## config.mk

```make
export PLATFORM = sky130hd
export DESIGN_NAME = ififo_bank
export DESIGN_NICKNAME = d
export VERILOG_FILES = /design/src/rtl/ififo_bank.sv
export SDC_FILE = /design/constraint.sdc
export NUM_CORES = 2
export LEC_CHECK = 0
export BUFFER_PORTS_ARGS = -buffer_cell sky130_fd_sc_hd__buf_2
export CAP_MARGIN = 20
export CORE_MARGIN = 2
export CORE_UTILIZATION = 45
export CTS_BUF_LIST = sky130_fd_sc_hd__clkbuf_16
export CTS_CLUSTER_DIAMETER = 200
export CTS_CLUSTER_SIZE = 10
export DETAILED_ROUTE_END_ITERATION = 7
export GPL_TIMING_DRIVEN = 0
export HOLD_SLACK_MARGIN = 0.08
export SLEW_MARGIN = 15
export SYNTH_ARGS = -nofsm -noshare
export SYNTH_HDL_FRONTEND = slang
export SYNTH_SLANG_ARGS = --single-unit
```

## constraint.sdc

```tcl
create_clock -name clk -period 7.3 [get_ports clk]
set_input_delay 1.095 -clock clk [delete_from_list [all_inputs] [get_ports clk]]
set_output_delay 1.095 -clock clk [all_outputs]
set_load 0.1 [all_outputs]
```

## src/rtl/ififo_bank.sv

```systemverilog
// ififo_bank: a bank of ROW independent input FIFOs. It feeds the west edge of
// the MAC array.
// A single rd request starts a pop wave across all lanes. Each lane pops its
// head word into a registered out lane and pulses o_valid for that lane.
// Optional macro IFIFO_BANK_SKEW_EN: lane i pops i cycles after lane 0, which
// gives a diagonal feed. When the macro is undefined, all lanes pop together.
module ififo_bank #(
  parameter int ROW   = 8,
  parameter int BW    = 4,
  parameter int DEPTH = 64
) (
  input  logic              clk,
  input  logic              reset,
  input  logic [ROW*BW-1:0] in,
  input  logic [ROW-1:0]    wr,
  input  logic              rd,
  output logic [ROW*BW-1:0] out,
  output logic [ROW-1:0]    o_valid,
  output logic              o_full,
  output logic              o_ready,
  output logic              o_empty,
  output logic              o_overflow,
  output logic              o_underflow
);

  localparam int AW = $clog2(DEPTH);
  localparam int PW = AW + 1;

  logic [ROW-1:0] pop_req;
  logic [ROW-1:0] lane_full;
  logic [ROW-1:0] lane_empty;
  logic [ROW-1:0] pop_fire;
  logic [ROW-1:0] wr_fire;
  logic [ROW-1:0] wr_drop;
  logic [ROW-1:0] pop_drop;

`ifdef IFIFO_BANK_SKEW_EN
  logic [ROW-1:0] pop_sr;

  // Pop-wave shift register: stage i holds the lane-i pop request, so each rd
  // pulse ripples diagonally across the lanes, and overlapping waves stay apart.
  always_ff @(posedge clk) begin
    if (reset) begin
      pop_sr <= '0;
    end else begin
      pop_sr[0] <= rd;
      for (int i = 1; i < ROW; i++) pop_sr[i] <= pop_sr[i-1];
    end
  end

  assign pop_req = pop_sr;
`else
  logic pop_q;

  // Single-stage pop request that is shared by every lane.
  always_ff @(posedge clk) begin
    if (reset) pop_q <= 1'b0;
    else       pop_q <= rd;
  end

  assign pop_req = {ROW{pop_q}};
`endif

  for (genvar g = 0; g < ROW; g++) begin : g_lane
    logic [PW-1:0] wr_ptr;
    logic [PW-1:0] rd_ptr;
    logic [BW-1:0] mem [DEPTH];
    logic [BW-1:0] out_q;
    logic          valid_q;

    assign lane_empty[g] = (wr_ptr == rd_ptr);
    assign lane_full[g]  = (wr_ptr[AW-1:0] == rd_ptr[AW-1:0]) && (wr_ptr[AW] != rd_ptr[AW]);
    // A full lane can still accept a write when it pops in the same cycle.
    assign pop_fire[g]   = pop_req[g] & ~lane_empty[g];
    assign wr_fire[g]    = wr[g] & (~lane_full[g] | pop_fire[g]);
    assign wr_drop[g]    = wr[g] & lane_full[g] & ~pop_fire[g];
    assign pop_drop[g]   = pop_req[g] & lane_empty[g];

    // Pointer advance, and the registered head word with its one-cycle valid strobe.
    always_ff @(posedge clk) begin
      if (reset) begin
        wr_ptr  <= '0;
        rd_ptr  <= '0;
        out_q   <= '0;
        valid_q <= 1'b0;
      end else begin
        valid_q <= pop_fire[g];
        if (wr_fire[g]) wr_ptr <= wr_ptr + 1'b1;
        if (pop_fire[g]) begin
          rd_ptr <= rd_ptr + 1'b1;
          out_q  <= mem[rd_ptr[AW-1:0]];
        end
      end
    end

    // Storage is not reset. Emptiness comes from the current pointers, so a
    // word written in this cycle cannot be popped until the next edge.
    always_ff @(posedge clk) begin
      if (!reset && wr_fire[g]) mem[wr_ptr[AW-1:0]] <= in[g*BW +: BW];
    end

    assign out[g*BW +: BW] = out_q;
    assign o_valid[g]      = valid_q;
  end

  // Sticky error flags for dropped writes and dropped pops.
  always_ff @(posedge clk) begin
    if (reset) begin
      o_overflow  <= 1'b0;
      o_underflow <= 1'b0;
    end else begin
      if (|wr_drop)  o_overflow  <= 1'b1;
      if (|pop_drop) o_underflow <= 1'b1;
    end
  end

  assign o_full  = |lane_full;
  assign o_ready = ~o_full;
  assign o_empty = |lane_empty;

endmodule
```

## Word-level counts from Yosys, hierarchy flattened

Memory sizes are Yosys's and may differ from the RTL's. A register that Yosys moved wholly into a read port is not among the register bits.
Cells that the tools add are included.
Widths: inputs -> output; s select.

| word-level totals | value |
|---|---|
| register bits after elaboration | 123 |
| RAM bits | 2048 |
| input port bits | 43 |
| output and inout bits | 45 |
| logic and storage cells | 185 |
| memories kept | 8 |

Memory list:

| name | depth | bits a word | rd ports | clocked after memory_dff | wr ports | line | source |
|---|---|---|---|---|---|---|---|
| g_lane[0].mem | 64 | 4 | 1 | 1 | 1 | 67 | `logic [BW-1:0] mem [DEPTH];` |
| g_lane[1].mem | 64 | 4 | 1 | 1 | 1 | 67 |  |
| g_lane[2].mem | 64 | 4 | 1 | 1 | 1 | 67 |  |
| g_lane[3].mem | 64 | 4 | 1 | 1 | 1 | 67 |  |
| g_lane[4].mem | 64 | 4 | 1 | 1 | 1 | 67 |  |
| g_lane[5].mem | 64 | 4 | 1 | 1 | 1 | 67 |  |
| 2 more memories | -- | -- | -- | -- | -- | -- |  |

| operators by class | value |
|---|---|
| add/subtract/negate cells | 16 |
| equality and inequality tests | 24 |
| multiplexer cells | 16 |
| bitwise logic cells | 73 |
| reduce and logical (&&, ||, !) cells | 21 |

Operators with widths:

| cell | count |
|---|---|
| $add 7x1->7 const B | 16 |
| $eq 7x7->1 | 8 |
| $eq 6x6->1 | 8 |
| $and 1x1->1 | 40 |
| $reduce_or 8->1 | 4 |
| $not 1->1 | 25 |
| $logic_and 1x1->1 | 16 |
| $mux 1 | 16 |
| $ne 1x1->1 | 8 |
| $or 1x1->1 | 8 |
| $logic_not 1->1 | 1 |

## Depth between registers and ports, before layout

| logic depth | value |
|---|---|
| depth after elaboration | 8 |
| mapped depth | 10 |
| mapped depth without buffers | 6 |

## Worst setup path after synthesis

Ideal clock, no wire load.

| timing | value |
|---|---|
| kind | register -> output |
| start point | reg g_lane[7].rd_ptr[4] |
| end point | out o_full |
| arrival time | 2.371 ns |
| required time | 6.205 ns |
| slack | 3.834 ns |
| cell stages (with the launch flop) | 8 |
| path buffers | 1 |
| cell sequence | dfxtp_1 clkbuf_1 xor2_1 nor4_2 nand3_1 o21ai_0 nor3_1 nand4_1 |

| between the ends | value |
|---|---|
| cells in the longest elaborated chain, start to end | 3 |

RTL lines:

| element | line | source |
|---|---|---|
| start: declaration | 66 | `logic [PW-1:0] rd_ptr;` |
| start signal: assignment | 90 | `rd_ptr <= rd_ptr + 1'b1;` |
| $eq 6x6->1 | 72 | `assign lane_full[g] = (wr_ptr[AW-1:0] == rd_ptr[AW-1:0]) && (wr_ptr[AW] != rd_ptr[AW]);` |
| $logic_and 1x1->1 | 72 |  |
| $reduce_or 8->1 | 117 | `assign o_full = \|lane_full;` |
| end: declaration | 19 | `output logic o_full,` |

Every way passes these cells.

## Final worst setup path

| timing | value |
|---|---|
| start point | reg g_lane[7].rd_ptr[4] |
| end point | out o_empty |

| between the ends | value |
|---|---|
| cells in the longest elaborated chain, start to end | 2 |

RTL lines:

| element | line | source |
|---|---|---|
| $eq 7x7->1 | 71 | `assign lane_empty[g] = (wr_ptr == rd_ptr);` |
| $reduce_or 8->1 | 119 | `assign o_empty = \|lane_empty;` |
| end: declaration | 21 | `output logic o_empty,` |

Every way passes these cells.

==> impl_results.md <==
- CTS tree: built
- R2R cell count: 5
- Fillers: around 16k
- Crit Path Category: flop to output pin
- PD cells: 262 nW/um2
- Required @ worst endpoint: 6.20 ns
- Initial DRC count: 5,748
- Core Area: between 150,000 and 200,000 um2
- CTS resizes: 0
- Storage element area: 64,600 um2
- DRC violations left: 0
- RSZ-0062 raised after global routing: false
- Final setup viols: 0
- Area growth syn-to-layout: 12.5%
- Post-Route WL: 227,000 um
- Synth Area per Inst: about 18 um2
- YS warnings: 0
- Vias in the first global route: slightly below 50k
- Min Tclk post-route: 4.95 ns
- Post-synth EDFFs: 2,048
- Crit end category: output pin
- GP Congestion: 0.920
- Vias: 48.6k
- Post-synth ARST share: 0%
- # port buffers: 86
- Gr usage total: 22.2%
- Ys flop type: edfxtp_1
- Hold Crit Class: flop to flop
- Largest net degree at the start of global routing: between 60 and 70
- Total iterations of the first detailed-routing run: 6
- Die area: 202,000 um2
- Leading cell types in the layout, fill and taps excluded: 2,048 x edfxtp_1, 723 x nor2_1, 469 x mux4_2
- Vias per cell: slightly below 6
- Starting Density: 45.2%
- Row cnt: between 150 and 200
- Outcome: completed
- CTS max path bufs: 3
- Worst Hold Launch: g_lane[3].rd_ptr[6]
- Worst-Margin Slew: 1.24 ns
- Max transition margin: ~17%
- Die Span X: roughly 450 um
- Wire length per cell: 27.5 um
- FF-to-FF Start: pop_q
- Hold depth: 2
- H-tree Lvls: 4
- Initial antenna violation count: 13
- Setup WS pre-CTS: about 2.7 ns
- Reg2reg setup slack: 3.57 ns
- Die height: ~450 um
- CTS clk-pin slew, worst paths: 0.06 ns
- Distinct cells, synth: 86
- Achievable frequency: 0.202 GHz
- Setup Skew: roughly 0.052 ns
- Hold_buf cts: 0
- Final Worst Setup Slack: 2.35 ns
- Worst hold endpoint: g_lane[3].rd_ptr[6]
- # Post-CTS Setup Buffers: 0
- DP HPWL: 146,000 um
- Max-slew violations: 0
- CTS buffer count: 238
- Clk_lat worst skew: ~0.9 ns
- Startpoint types: flop
- Design area: 100,000 um2
- Dpl cell area: just over 90,000 um2
- Area of the multi-input gates: 23,000 um2
- Clock sink count: 2,203
- Post-Syn Area: 89,100 um2
- Setup Total Neg Slack: 0 ns
- Root Buffer Master: clkbuf_16
- Post-synthesis cell count: between 5k and 6k
- Number of synthesized register bits: between 2k and 2.5k
- Power consumption: about 26 mW
- GRT overflow: 0
- Worst R2R End: g_lane[2].mem[9][0]
- DRT antenna net count: 0
- Worst Path Max Fanout: 10
- Crit share post-route: 67.8%
- First-pass GRT wire length: 332,000 um
- # IOs: between 80 and 90
- Most common cell after layout, fill and taps aside: edfxtp_1
- Crit path arrival time: 3.86 ns
- Static leakage: 31.4 nW
- Mapped Nets: 5,139
- Layout cells sized above 1: 18.7%
- Register area share after synthesis: between 70 and 80%
- Max rail drop VDD: between 0.2 and 0.3 mV
- Final Hold Viols: 0
- Max-cap viol count: 0
- Nets: ~5.5k
## flip-flops by register name, indices dropped and copies added (netlist names)
register and cells:
g_lane.mem 2048, g_lane.out_q 32, g_lane.wr_ptr 56, g_lane.valid_q 8
pop_q 1, o_underflow 1, g_lane.rd_ptr 56, o_overflow 1
## power breakdown
group          internal (mW)  total [mW]  switching, mW
clock network           5.87        10.8           4.90
registers               13.8        13.9         0.0421
logic                  0.574        1.67           1.10
## layout make-up
| class | count | area share (%) |
|---|---|---|
| antenna | 9 | 0.0225 |
| buffer | 306 | 1.47 |
| clock buffer | 238 | 5.94 |
| clock inverter | 202 | 1.05 |
| inverter | 24 | 0.0898 |
| multi-input combinational | 2547 | 22.9 |
| sequential | 2203 | 64.4 |
| tap | 2640 | 3.29 |
| timing repair buffer | 102 | 0.836 |
## kinds of logic (layout without fill, tap and decap cells)
kind of cell	count (synthesis)	in the layout	synth area share, %
adders and majority gates	16	16	0.225
DFF	2203	2203	72.5
AOI/OAI and AO/OA	394	394	3.17
and+or+nand+nor	1319	1319	6.75
muxes	685	685	14.3
buffers and inverters	330	872	1.75
xor gates and xnor gates	133	133	1.31
other	0	9	0
## critical path, stage by stage, from the launching register on
cell and delay (ns):
dfxtp_1 0.30, clkbuf_1 0.41, xor2_1 0.15, nor4_2 0.54
nand3_1 0.36, nand4_1 0.35, or4_1 0.36, buf_2 0.49
## routing by layer
metal	GRT usage [%]	share of wire (%)	vias up	routed length (um)
li1	-	-	20800	-
met1	31.5	42	25200	95900
met2	35.3	48	2073	108000
met3	3.45	6.9	410	15700
met4	7.59	3.3	2	7480
met5	0	0.0044	-	10
## worst max-delay path by stage
| stage | start | end | cells past startpoint |
|---|---|---|---|
| after floorplan | g_lane[7].rd_ptr[4] | o_full | 7 |
| after global placement | reset | g_lane[4].valid_q | 5 |
| after detailed placement | reset | g_lane[4].valid_q | 5 |
| after CTS | g_lane[7].rd_ptr[4] | o_empty | 7 |
| after global routing | g_lane[7].rd_ptr[4] | o_empty | 7 |
| final | g_lane[7].rd_ptr[4] | o_empty | 7 |
## metrics by stage
step / instances / util, % / hold WS (ns)
final: 8271 / 50.9 / 0.488
after global routing: 8269 / 50.9 / 0.516
after CTS: 8249 / 50.7 / 0.493
after detailed placement: 7809 / 47.2 / 0.482
after global placement: 7806 / 47.1 / 0.479
after floorplan: 5080 / - / 0.457
## Yosys cell counts (14+ instances only)
cell type | count | area, um2
buf_2 | 92 | 460
ha_1 | 16 | 200
a31oi_1 | 24 | 150
o22ai_1 | 17 | 106
xnor2_1 | 52 | 455
clkbuf_1 | 131 | 492
and3_1 | 14 | 87.6
a221oi_1 | 14 | 123
nor2b_1 | 48 | 300
nor2_1 | 723 | 2710
o21ai_0 | 71 | 355
nand3_1 | 91 | 455
mux2_2 | 27 | 304
a211oi_1 | 28 | 210
nand2b_1 | 14 | 87.6
edfxtp_1 | 2048 | 61500
dfxtp_1 | 155 | 3100
buf_4 | 38 | 285
nand3b_1 | 38 | 285
a21oi_1 | 66 | 330
nand2_1 | 185 | 694
nor4_1 | 14 | 87.6
buf_1 | 37 | 139
o211ai_1 | 19 | 143
and2_1 | 14 | 87.6
nor3_1 | 59 | 295
a22oi_1 | 57 | 428
or3_1 | 27 | 169
inv_1 | 23 | 86.3
mux4_2 | 469 | 10600
mux2i_1 | 189 | 1890
nand4_1 | 36 | 225
xor2_1 | 81 | 709
No activity file was read; power rests on OpenSTA's default activity.
